## src/rtl/mux_select_arbiter_4.sv

```systemverilog
// Round-robin arbiter driving the select of a 4-to-1 mux, with a bounded hold per grant.
// Optional grant extension via LOCK is compiled in when MUX_ARB_LOCK_EN is defined.
module mux_select_arbiter_4 #(
    parameter int HOLD_MAX = 8
) (
    input  logic       clk,
    input  logic       rst_n,
    input  logic [3:0] REQ,
    input  logic       LOCK,
    output logic [1:0] S,
    output logic [3:0] G,
    output logic       VALID
);

    localparam int HCW = (HOLD_MAX > 1) ? $clog2(HOLD_MAX) : 1;
    localparam logic [HCW-1:0] HOLD_LAST = HCW'(HOLD_MAX - 1);

    typedef enum logic {
        IDLE,
        GRANT
    } state_t;

    state_t         state_q, state_d;
    logic [1:0]     ptr_q, ptr_d;
    logic [HCW-1:0] hold_cnt_q, hold_cnt_d;
    logic [1:0]     s_q, s_d;
    logic [3:0]     g_q, g_d;
    logic           valid_q, valid_d;

    logic           lock_active;
    logic           do_grant;
    logic [1:0]     search_from;
    logic [1:0]     winner;
    logic [1:0]     cur;
    logic [3:0]     others;

`ifdef MUX_ARB_LOCK_EN
    assign lock_active = LOCK;
`else
    logic unused_lock;
    assign unused_lock = LOCK;
    assign lock_active = 1'b0;
`endif

    // First set bit scanning start, start+1, ... mod 4; scanned backwards so the earliest hit wins.
    function automatic logic [1:0] pick(input logic [3:0] req, input logic [1:0] start);
        logic [1:0] idx;
        pick = start;
        for (int i = 3; i >= 0; i--) begin
            idx = start + 2'(i);
            if (req[idx]) pick = idx;
        end
    endfunction

    assign cur    = s_q;
    assign others = REQ & ~(4'b0001 << cur);

    always_comb begin
        state_d     = state_q;
        ptr_d       = ptr_q;
        hold_cnt_d  = hold_cnt_q;
        s_d         = s_q;
        g_d         = g_q;
        valid_d     = valid_q;
        do_grant    = 1'b0;
        search_from = ptr_q;
        winner      = 2'd0;

        case (state_q)
            IDLE: begin
                if (REQ != 4'b0000) do_grant = 1'b1;
            end
            GRANT: begin
                if (!REQ[cur]) begin
                    ptr_d       = cur + 2'd1;
                    search_from = cur + 2'd1;
                    if (REQ != 4'b0000) begin
                        do_grant = 1'b1;
                    end else begin
                        state_d = IDLE;
                        g_d     = 4'b0000;
                        valid_d = 1'b0;
                    end
                end else if (lock_active) begin
                    hold_cnt_d = hold_cnt_q;
                end else if (hold_cnt_q == HOLD_LAST && others != 4'b0000) begin
                    ptr_d       = cur + 2'd1;
                    search_from = cur + 2'd1;
                    do_grant    = 1'b1;
                end else if (hold_cnt_q != HOLD_LAST) begin
                    hold_cnt_d = hold_cnt_q + 1'b1;
                end
            end
            default: state_d = IDLE;
        endcase

        if (do_grant) begin
            winner     = pick(REQ, search_from);
            state_d    = GRANT;
            s_d        = winner;
            g_d        = 4'b0001 << winner;
            valid_d    = 1'b1;
            hold_cnt_d = '0;
        end
    end

    always_ff @(posedge clk or negedge rst_n) begin
        if (!rst_n) begin
            state_q    <= IDLE;
            ptr_q      <= 2'd0;
            hold_cnt_q <= '0;
            s_q        <= 2'd0;
            g_q        <= 4'b0000;
            valid_q    <= 1'b0;
        end else begin
            state_q    <= state_d;
            ptr_q      <= ptr_d;
            hold_cnt_q <= hold_cnt_d;
            s_q        <= s_d;
            g_q        <= g_d;
            valid_q    <= valid_d;
        end
    end

    assign S     = s_q;
    assign G     = g_q;
    assign VALID = valid_q;

endmodule

```

## config.mk

```make
export PLATFORM = sky130hd
export DESIGN_NAME = mux_select_arbiter_4
export DESIGN_NICKNAME = d
export VERILOG_FILES = /design/src/rtl/mux_select_arbiter_4.sv
export SDC_FILE = /design/constraint.sdc
export NUM_CORES = 1
export LEC_CHECK = 0
export ABC_AREA = 1
export CAP_MARGIN = 30
export CORE_MARGIN = 3
export CORE_UTILIZATION = 48
export DETAILED_ROUTE_END_ITERATION = 10
export PLACE_DENSITY = 0.81
export REMOVE_ABC_BUFFERS = 1
export SLEW_MARGIN = 20
export SYNTH_ARGS = -nofsm -noshare
export SYNTH_HDL_FRONTEND = slang
export SYNTH_SLANG_ARGS = --single-unit
export TNS_END_PERCENT = 5
```

## constraint.sdc

```tcl
create_clock -name clk -period 2.31 [get_ports clk]
set_clock_uncertainty 0.15 [all_clocks]
set_input_delay 0.462 -clock clk [delete_from_list [all_inputs] [get_ports clk]]
set_output_delay 0.462 -clock clk [all_outputs]
set_load 0.01 [all_outputs]
```

==> metrics.txt <==
Most Frequent Cell on Critical Path=nand2_1; CP Cell Sequence=inv_1, ha_1, inv_1, nand2_1, nand2_2, o21ai_4, nand2_4, nand2_4, nand2_2, nand2_4, nand2_1, nand2_1, nand2_1, and2_1, nand2_2, nand2_1, nand2_1, nand2_1, nand3_1, nand2_1; DR DRC count=0; violated checks=negative setup slack; crit-path max FO=5; Die H=52.7 um; Initial Util=0.519; Slew headroom=0.614; Non-Filler Instances=214; worst slack, placed=-0.356 ns; core outline area=2020 um2; Hold Slack=0.338 ns; die footprint=2780 um2; number of I/O pins=14; met3 usage=0.0256; Clock Path Buffers=2; Seq/Total Area, Yosys=0.310; Final ANT Viol Nets=0; Antenna diodes=0; Final setup violation count=6; critical path's slowest cell=dfrtp_1; Yosys cell types=18; clock latency on the worst-skew pair=0.27 ns; worst path bufs/invs=2; CP Launch Type=register; register area=327 um2; nets=201; Synth Instances=146; Slew Limit Fails=0; delay-heaviest family, CP=simple AND/OR/NAND/NOR gates; Total Wirelength=2670 um; max-cap violations=0; H-tree depth=1; port bufs=12; met1 global-route usage=0.239; Max Freq=410 MHz; chip width=52.7 um; clock sinks=13; biggest area consumer among synthesized cells=dfrtp_1; Ys Warns=0; CTS tree=done; Tmin final=2.44 ns; site row count=16; Layout area overhead=40.7%; #FFs+latches synth=13; grt met2 use=0.376; syn avg cell area=7.18 um2; Worst-Margin Slew=0.577 ns; CP Capture Type=register; required time worst endpoint=2.32 ns; Detailed Routing Iterations Pass 1=4; initial antenna violation count=0; outcome=complete, but fails checks; CTS Buf Count=3; WS Path Type=reg -> reg; Setup TNS=-0.698 ns; vias=1051; filler cell count=158; area of the multi-input gates=696 um2; Via density=4.91; DP HPWL=2000 um; delay of the slowest cell on the worst path=0.40 ns; DP Cell Count=206; Clock transition at path regs=0.08 ns; vias in the first global route=1077; pin count of the biggest net entering global routing=14; wire per inst=12.5 um; post-route setup slack=-0.127 ns; top post-synthesis cells by area=dfrtp_1 (31%), nand2_1 (15%), nand2_2 (8.9%); worst hold path type=reg -> reg; clk root buf=clkbuf_4; Tcrit/Tclk final=1.05; arrival time at the worst endpoint=2.45 ns; Final Hold Viols=0; routability cong.=0.864; layout cells sized above 1=0.358; gr usage total=0.206; GR peak layer=met2; mapped cell area=1050 um2; post-synth top area share=0.310; first-pass GRT wire length=4290 um; GRT Residual Overflow=0; DRT iter0 DRCs=25; RSZ-0062 raised after global routing=yes
worst reg2reg max path, stage by stage (launching register included):
cell and delay, ns:
dfrtp_1 0.40, inv_1 0.11, ha_1 0.18, inv_1 0.06
nand2_1 0.06, nand2_2 0.07, o21ai_4 0.17, nand2_4 0.10
nand2_4 0.12, nand2_2 0.08, nand2_4 0.10, nand2_1 0.08
nand2_1 0.08, nand2_1 0.07, and2_1 0.15, nand2_2 0.06
nand2_1 0.05, nand2_1 0.05, nand2_1 0.07, nand3_1 0.07
nand2_1 0.05
metrics by stage:
stage           util  instance area (um2)
6_report       0.730                 1480
5_1_grt        0.730                 1480
4_1_cts        0.687                 1390
3_5_place_dp   0.673                 1360
3_3_place_gp   0.673                 1360
2_1_floorplan      -                 1050
worst paths after layout:
check | to | start | cells after the start | slack (ns)
max in group asynchronous | S[0]$_DFFE_PN0P_ | rst_n | 1 | 1.19
max reg2reg | G[0]$_DFFE_PN0P_ | S[1]$_DFFE_PN0P_ | 20 | -0.13
min reg2reg | VALID$_DFFE_PN0P_ | VALID$_DFFE_PN0P_ | 2 | 0.34
min | VALID$_DFFE_PN0P_ | VALID$_DFFE_PN0P_ | 2 | 0.34
max | G[0]$_DFFE_PN0P_ | S[1]$_DFFE_PN0P_ | 20 | -0.13
min in group asynchronous | hold_cnt_q[0]$_DFFE_PN0P_ | rst_n | 1 | 0.41
flip-flops by register name, indices dropped and copies added (netlist names):
register	cells
state_q	1
G	4
S	2
ptr_q	2
VALID	1
hold_cnt_q	3
cell type report:
class                           count  share of cell area
Multi-Input combinational cell    111               0.472
Tap cell                           27              0.0229
Inverter                           22              0.0577
Clock buffer                        4              0.0178
Timing Repair Buffer               37               0.209
Sequential cell                    13               0.221
cells in the mapped netlist:
library cell,instances
ha_1,6
nand2_2,15
dfrtp_1,13
o21bai_1,2
nand3_1,14
nor2_1,9
a21oi_1,1
and2_1,1
nand3b_1,1
nor4_1,1
nand2_4,6
inv_1,21
o21a_1,1
o21ai_0,5
inv_2,1
nand3_2,5
nand2_1,43
o21ai_4,1
per-layer routing:
layer	up-vias	part of all wire
li1	538	-
met1	485	0.45
met2	22	0.51
met3	6	0.021
met4	0	0.019
met5	-	0
cell usage in the layout (no fill, tap or decap), types with 2 or more instances in the layout:
cell             netlist  final
buf_4                  0     25
clkbuf_4               0      3
clkdlybuf4s50_1        0     12
dfrtp_1               13     12
ha_1                   6      5
inv_1                 21     21
nand2_1               43     38
nand2_2               15     17
nand2_4                6      9
nand3_1               14     12
nand3_2                5      7
nor2_1                 9      7
nor2_2                 0      2
o21ai_0                5      4
o21bai_1               2      2
timing repair:
item,CTS,global route
pin swaps,0,9
setup buffers,0,4
endpoints found under the setup margin,6,6
resized for setup,1,16
hold buffers,0,0
kinds of logic (layout without fill, tap and decap cells):
group | count (synthesis) | count (layout) | synth area share
compound gates | 10 | 10 | 0.0656
fa+ha+maj | 6 | 6 | 0.0716
buf+inv | 22 | 63 | 0.0788
flops | 13 | 13 | 0.310
simple gates | 95 | 95 | 0.474
Power is left out: the tool's default activity adds up to more than one toggle a clock period on the data nets, which glitch-free logic cannot reach.
